**src/rtl/exe_mem_pipe_reg.sv**
```systemverilog
// EXE -> MEM pipeline register with valid/ready handshake, a one-deep
// skid register behind the main register, and a synchronous flush.
// The main register drives the memory stage; the skid register absorbs
// the single entry that arrives on the cycle the memory stage stalls,
// so in_ready can be a plain register output.
module exe_mem_pipe_reg #(
  parameter int DATA_W = 32,
  parameter int REG_AW = 4
) (
  input  logic              clk,
  input  logic              rst,
  input  logic              flush,
  // execute-stage side
  input  logic              in_valid,
  output logic              in_ready,
  input  logic              wb_en_in,
  input  logic              mem_read_in,
  input  logic              mem_write_in,
  input  logic [DATA_W-1:0] alu_result_in,
  input  logic [DATA_W-1:0] val_rm_in,
  input  logic [REG_AW-1:0] dest_in,
  // memory-stage side
  output logic              out_valid,
  input  logic              out_ready,
  output logic              wb_en,
  output logic              mem_read,
  output logic              mem_write,
  output logic [DATA_W-1:0] alu_result,
  output logic [DATA_W-1:0] val_rm_out,
  output logic [REG_AW-1:0] dest,
  output logic [1:0]        occupancy
);

  // control bits are kept together as {wb_en, mem_read, mem_write}
  logic [2:0]        w_in_ctrl;

  logic              r_main_vld;
  logic [2:0]        r_main_ctrl;
  logic [DATA_W-1:0] r_main_alu;
  logic [DATA_W-1:0] r_main_rm;
  logic [REG_AW-1:0] r_main_dest;

  logic              r_skid_vld;
  logic [2:0]        r_skid_ctrl;
  logic [DATA_W-1:0] r_skid_alu;
  logic [DATA_W-1:0] r_skid_rm;
  logic [REG_AW-1:0] r_skid_dest;

  logic              w_accept;
  logic              w_load_main;
  logic              w_main_from_skid;
  logic              w_main_from_in;
  logic              w_skid_load;

  assign w_in_ctrl = {wb_en_in, mem_read_in, mem_write_in};

  // in_ready is purely registered: the stage can take one more entry as
  // long as the skid slot is free, even if main is stalled.
  assign in_ready  = ~r_skid_vld;
  assign w_accept  = in_valid & in_ready;

  // Main reloads whenever it is empty or its entry leaves this cycle.
  // The skid entry is older than anything on the input, so it wins.
  assign w_load_main      = ~r_main_vld | out_ready;
  assign w_main_from_skid = w_load_main & r_skid_vld;
  assign w_main_from_in   = w_load_main & ~r_skid_vld & w_accept;

  // An accept that cannot go to main (main full and held) parks in skid.
  assign w_skid_load = r_main_vld & ~out_ready & w_accept;

  // ---- main register: valid bit and control bits ----
  // Control bits clear together with the valid bit so an empty stage
  // presents a bubble (no write-back, no memory access) downstream.
  always_ff @(posedge clk or posedge rst) begin
    if (rst) begin
      r_main_vld  <= 1'b0;
      r_main_ctrl <= 3'b000;
    end else if (flush) begin
      r_main_vld  <= 1'b0;
      r_main_ctrl <= 3'b000;
    end else if (w_load_main) begin
      if (r_skid_vld) begin
        r_main_vld  <= 1'b1;
        r_main_ctrl <= r_skid_ctrl;
      end else if (w_accept) begin
        r_main_vld  <= 1'b1;
        r_main_ctrl <= w_in_ctrl;
      end else begin
        r_main_vld  <= 1'b0;
        r_main_ctrl <= 3'b000;
      end
    end
  end

  // Main register data fields: loaded only with a real entry, otherwise
  // they keep their last value (a bubble does not disturb them).
  always_ff @(posedge clk or posedge rst) begin
    if (rst) begin
      r_main_alu  <= '0;
      r_main_rm   <= '0;
      r_main_dest <= '0;
    end else if (!flush) begin
      if (w_main_from_skid) begin
        r_main_alu  <= r_skid_alu;
        r_main_rm   <= r_skid_rm;
        r_main_dest <= r_skid_dest;
      end else if (w_main_from_in) begin
        r_main_alu  <= alu_result_in;
        r_main_rm   <= val_rm_in;
        r_main_dest <= dest_in;
      end
    end
  end

  // ---- skid register: valid bit and control bits ----
  // Skid drains into main on any load; it can never fill on the same
  // edge because in_ready is low whenever it is occupied.
  always_ff @(posedge clk or posedge rst) begin
    if (rst) begin
      r_skid_vld  <= 1'b0;
      r_skid_ctrl <= 3'b000;
    end else if (flush) begin
      r_skid_vld  <= 1'b0;
      r_skid_ctrl <= 3'b000;
    end else if (w_main_from_skid) begin
      r_skid_vld  <= 1'b0;
    end else if (w_skid_load) begin
      r_skid_vld  <= 1'b1;
      r_skid_ctrl <= w_in_ctrl;
    end
  end

  // Skid register data fields: captured only when an entry parks there.
  always_ff @(posedge clk or posedge rst) begin
    if (rst) begin
      r_skid_alu  <= '0;
      r_skid_rm   <= '0;
      r_skid_dest <= '0;
    end else if (!flush && w_skid_load) begin
      r_skid_alu  <= alu_result_in;
      r_skid_rm   <= val_rm_in;
      r_skid_dest <= dest_in;
    end
  end

  // ---- outputs: straight from the main register ----
  assign out_valid  = r_main_vld;
  assign wb_en      = r_main_ctrl[2];
  assign mem_read   = r_main_ctrl[1];
  assign mem_write  = r_main_ctrl[0];
  assign alu_result = r_main_alu;
  assign val_rm_out = r_main_rm;
  assign dest       = r_main_dest;
  assign occupancy  = {1'b0, r_main_vld} + {1'b0, r_skid_vld};

endmodule

```
**config.mk**
```make
export PLATFORM = sky130hd
export DESIGN_NAME = exe_mem_pipe_reg
export DESIGN_NICKNAME = d
export VERILOG_FILES = /design/src/rtl/exe_mem_pipe_reg.sv
export SDC_FILE = /design/constraint.sdc
export NUM_CORES = 1
export LEC_CHECK = 0
export CORE_UTILIZATION = 50
export CTS_CLUSTER_DIAMETER = 150
export DETAILED_ROUTE_END_ITERATION = 12
export PLACE_DENSITY_LB_ADDON = 0.25
export SLEW_MARGIN = 20
export SYNTH_ARGS = -nofsm -noshare
export SYNTH_HDL_FRONTEND = slang
export SYNTH_SLANG_ARGS = --single-unit
```
**constraint.sdc**
```tcl
create_clock -name clk -period 6.3 [get_ports clk]
set_clock_uncertainty 0.05 [all_clocks]
set_input_delay 1.26 -clock clk [delete_from_list [all_inputs] [get_ports clk]]
set_output_delay 1.26 -clock clk [all_outputs]
set_load 0.02 [all_outputs]
```
# After elaboration in Yosys (flattened, before gate mapping)
# Cells that the tools add are included.
[word_totals]
ramBits = 0
word_cells = 51
latch_bits = 0
register_bits = 144
romBits = 0
mem_count = 0
[op_classes]
bitwise_logic = 11
eq_ne = 1
order_cmp = 0
mux = 20
div = 0
n_reduce_logical = 8
addsub = 1
shift = 0
n_mul = 0
[op_table]
columns = ["cell", "n"]
rows = [
  ["$mux 32", 4],
  ["$mux 3", 7],
  ["$mux 4", 2],
  ["$mux 1", 7],
  ["$and 1x1->1", 6],
  ["$reduce_bool 2->1", 3],
  ["$not 1->1", 4],
  ["$reduce_and 2->1", 2],
  ["$reduce_bool 3->1", 1],
  ["$add 1x1->2", 1],
  ["$ne 2x2->1 const B", 1],
  ["$logic_and 1x1->1", 1],
  ["$logic_not 1->1", 1],
  ["$or 1x1->1", 1],
]

# Logic depth before layout (Yosys ltp)
[logic_depth]
ltp_word = 6
mapped_depth = 6
ltp_nobuf = 3

# Worst setup path before layout
# Ideal clock, no wire load.
[synth_timing]
path_type = "in2reg"
startpoint = "input port flush"
endpoint = "register r_main_alu[2], in the netlist alu_result[2]"
path_slack_ns = 3.801
arrival_time_ns = 2.323
cell_stages = 6
path_buffers = 3
path_cell_list = "buf_2 -> nor2b_1 -> buf_2 -> clkbuf_1 -> a32o_1 -> a221o_1"
[synth_via]
elab_chain_cells = 2
[synth_rtl]
columns = ["item", "line", "text"]
rows = [
  ["from (decl)", "12", "input logic flush,"],
  ["$not 1->1 (no line)", "n/a", ""],
  ["$reduce_and 2->1 (no line)", "n/a", ""],
  ["to (signal assigned)", "104", "r_main_alu <= r_skid_alu;"],
  ["to (signal assigned)", "108", "r_main_alu <= alu_result_in;"],
  ["to (decl)", "39", "logic [DATA_W-1:0] r_main_alu;"],
]
# No other way between the ends.
# A chain may end at the register's enable or synchronous reset.

# Final worst setup path
[layout_timing]
startpoint = "input port out_ready"
endpoint = "register r_main_alu[23], in the netlist alu_result[23]"
[layout_via]
elab_chain_cells = 5
[layout_rtl]
columns = ["item", "line", "text"]
rows = [
  ["from (decl)", "24", "input logic out_ready,"],
  ["$or 1x1->1 (*)", "64", "assign w_load_main = ~r_main_vld | out_ready;"],
  ["$and 1x1->1 (2 in series)", "66", "assign w_main_from_in = w_load_main & ~r_skid_vld & w_accept;"],
  ["$reduce_bool 2->1 (no line)", "n/a", ""],
  ["$reduce_and 2->1 (no line)", "n/a", ""],
]
# Every way passes the cells marked *; elsewhere a longest branch is shown, timed or not.

==> summary by stage <==
STA
Setup repair after global routing left no endpoint under its margin. Measured against its own limit, the worst slew margin works out to 0.254. After routing, the total negative slack on setup checks comes to 0 ns. The final hold violation count is 0. The final max-slew violation count is 0. Setup violations remaining at the end of the flow were counted as 0. Dividing the final minimum period by the clock period gives 0.626. Counting I/O delays and the setup requirement, the final critical path takes 3.95 ns. Derived from the worst setup path, the maximum achievable clock frequency is 253 MHz. The actual slew at the worst max-slew pin is 1.12 ns.

Floorplanning
The die outline area is 0.0133 mm². The core region is 0.0123 mm². The I/O pin count is 151.

The die width is 115 µm. From bottom edge to top edge, the die measures 115 µm. The initialized floorplan defines 40 standard-cell rows. The initial utilization of the core area, before any placement, comes to 0.522.

Logic synthesis
The unique cell type count in the Yosys netlist is 28. The xor/xnor share of the synthesized area is 0. The share of the synthesized area in compound gates (AO/OA/AOI/OAI) is 0.209. The post-synthesis share of cell area spent on and, or, nand and nor gates is 0.0569. The netlist area before placement is 0.00640 mm². Counting instances in the post-synthesis netlist gives the leading cell types as dfrtp_1, mux2_2, a221o_1, nor2b_1, a32o_1. Of the total synthesized cell area, the portion taken by full adders, half adders and majority gates is 0.00195. The synthesized net count is 549. The flip-flop cell with the highest count after synthesis is dfrtp_1. For this run, asynchronously set or reset flops after synthesis account for 1.00. The library cell with the highest instance count after synthesis is dfrtp_1. In the synthesized netlist, the number of instances is 472. In this run, synthesis produced a sequential element count of 144. During synthesis, Yosys emitted a total of 0 warnings.

For this run, the register share of the synthesized area comes to 0.563. The multiplexer fraction of the synthesized cell area is 0.131. The combinational family with the most area after synthesis is compound AO/OA/AOI/OAI gates. The proportion of netlist area held by the largest area contributor is 0.563. The number of enable-type register cells in the synthesized netlist is 0. By area the synthesized netlist is led by dfrtp_1, mux2_2, a221o_1. After synthesis, the mean cell area works out to 13.6 µm². The biggest area contributor in the post-synthesis netlist is dfrtp_1.

Place
The congestion estimate from routability-driven global placement came to 0.726. The number of port buffers is 150. In this run the cell area measured after placement is 0.00796 mm². The cell total after placement is 747.

The HPWL after detailed placement is 9590 µm.

Worst setup path
STA classifies the critical path startpoint as a primary input. Data on the critical path is required at its endpoint by 6.55 ns. The type of destination of the critical path is a flip-flop. The signal on the critical path passes through clkdlybuf4s50_1 > nand2b_2 > nand2_2 > buf_4 > a221o_1. The critical-path maximum fanout is 50.

The worst reg2reg path depth is 4. The slowest stage cell on the critical path is nand2b_2. The delay of the slowest cell on the worst path is 0.87 ns. The worst reg-to-reg setup slack is 3.04 ns. In this run the critical register-to-register path is launched from r_skid_vld.

For the worst setup path, the data arrival time is 4.19 ns. The end of the worst register-to-register path is val_rm_out[12]. The type of the worst setup path is in2reg.

Drt
The remaining antenna violation count after routing is 0. In the routed design, unresolved DRC markers number 0. The average vias per placed instance is 6.18. The number of DRC markers in iteration 0 is 406. The routed layout has 4819 vias. The number of optimization iterations in the first detailed-route pass is 5. The final routed wirelength across all metal layers is 16200 µm. In the final routed layout, each cell accounts on average for 20.8 µm.

Global routing
The number of global-route vias before repair is 5127. The global-route wire length before repair is 26400 µm. After global routing the overflow that remains totals 0. Entering global routing, the biggest net connects 102 pins. The number of antenna violations at the first check in global routing is 0. For this run, the total global-route usage over all layers was measured as 0.261.

Worst hold path
The startpoint of the tightest hold check path is val_rm_out[2]. Counting instances, the worst hold path has a depth of 1. The type of the tightest min-delay check is reg2reg. The worst hold path terminates at val_rm_out[2].

Clocking
Once the clock tree was built, the setup fixing pass inserted 0 buffers. CTS saw 144 sinks. After clock tree synthesis, the clock-pin slew on the worst setup and hold paths is 0.06 ns.

The number of gates resized after CTS was 0. For the worst-skew pair, the clock arrives at the later sink with an insertion delay of 0.42 ns. CTS built an H-tree with a depth of 4. The clock buffer count from CTS is 17. The TritonCTS clock tree is built.

The number of hold buffers added after CTS was 0. The tree is rooted in a clkbuf_16. The maximum root-to-sink buffer count is 2.

Power
The completed layout was analyzed and its total power is 3080 µW. Across the VDD grid, the largest voltage drop is 0.171 mV. The total power per unit cell area is 356 mW/mm². The static leakage power is 0.00364 µW.

Finish
The antenna cell count is 0. The fraction of final layout cells with drive strength greater than 1 is 0.186. Compared with the post-synthesis result, the final layout area differs by 35.2%. The finished cells cover 0.00865 mm².

The count of nets after finishing is 676. The filler cell count in the final layout is 855. The count of placed standard cells in the final layout, fillers left out is 780.

Outcome
The flow ran to the end, and the final reports show no timing, DRC or antenna violations.

Flow run
Across the run, the number of max-cap violations was 0.
==> flip-flops by register name, indices dropped and copies added, names as in the netlist <==
name and count:
r_skid_ctrl 3, dest 4, alu_result 32, r_skid_alu 32
r_skid_dest 4, out_valid 1, r_skid_rm 32, r_skid_vld 1
r_main_ctrl 3, val_rm_out 32
==> worst max-delay path: cells and delay by family <==
kind | cells | cell delay [ns]
AO/OA/AOI/OAI | 1 | 0.42
buffers and inverters | 2 | 0.96
AND/OR/NAND/NOR | 2 | 1.50
==> layer usage <==
metal / part of all wire / wire length [µm] / track usage / vias up
met2: 0.49 / 8010 / 0.424 / 178
met5: 0 / 0 / 0 / -
li1: - / - / - / 2104
met3: 0.060 / 973 / 0.0627 / 21
met4: 0.015 / 238 / 0.0952 / 0
met1: 0.43 / 6980 / 0.341 / 2516
==> per-stage QoR <==
step	worst slack (ns)	util	hold slack [ns]
finish	2.35	0.706	0.441
detailed placement	1.99	0.649	0.426
global route	2.23	0.706	0.456
CTS	2.40	0.704	0.445
floorplan	1.12	-	0.423
global placement	2.04	0.649	0.426
==> cell families after synthesis <==
group	Yosys count
adder cells (fa/ha/maj)	1
AO/OA/AOI/OAI	149
AND/OR/NAND/NOR	58
buffers and inverters	52
multiplexers	68
flip-flops	144
==> where the power goes <==
part	switching (µW)	internal (µW)
clock	381	773
combinational	288	384
sequential	133	1120
==> cell usage in the layout, fill, tap and decap left out, drive strengths merged, types with 4 or more instances in the layout <==
| cell type | count |
|---|---|
| clkdlybuf4s50 | 150 |
| dfrtp | 144 |
| mux2 | 68 |
| a221o | 41 |
| nor2b | 41 |
| a32o | 38 |
| a22oi | 27 |
| o2bb2ai | 27 |
| clkbuf | 22 |
| buf | 7 |
| o21ai | 6 |
| bufinv | 6 |
| a21oi | 4 |
| nor2 | 4 |
| nand3 | 4 |
==> final cells by class <==
| type | instances | area, µm² | share of cell area |
|---|---|---|---|
| Sequential cell | 144 | 3600 | 0.417 |
| Clock buffer | 22 | 474 | 0.0548 |
| Timing Repair Buffer | 157 | 1570 | 0.181 |
| Clock inverter | 10 | 205 | 0.0237 |
| Tap cell | 168 | 210 | 0.0243 |
| Multi-Input combinational cell | 276 | 2580 | 0.298 |
| Inverter | 3 | 16.3 | 0.00188 |
==> worst max-delay path by stage <==
stage                                end       start
final                     alu_result[23]   out_ready
after global routing      alu_result[20]   out_ready
after CTS                       in_ready  r_skid_vld
after detailed placement  alu_result[20]   out_ready
after global placement     r_skid_rm[27]   out_ready
after floorplan            alu_result[0]         rst
No activity file was read; power rests on OpenSTA's default activity.
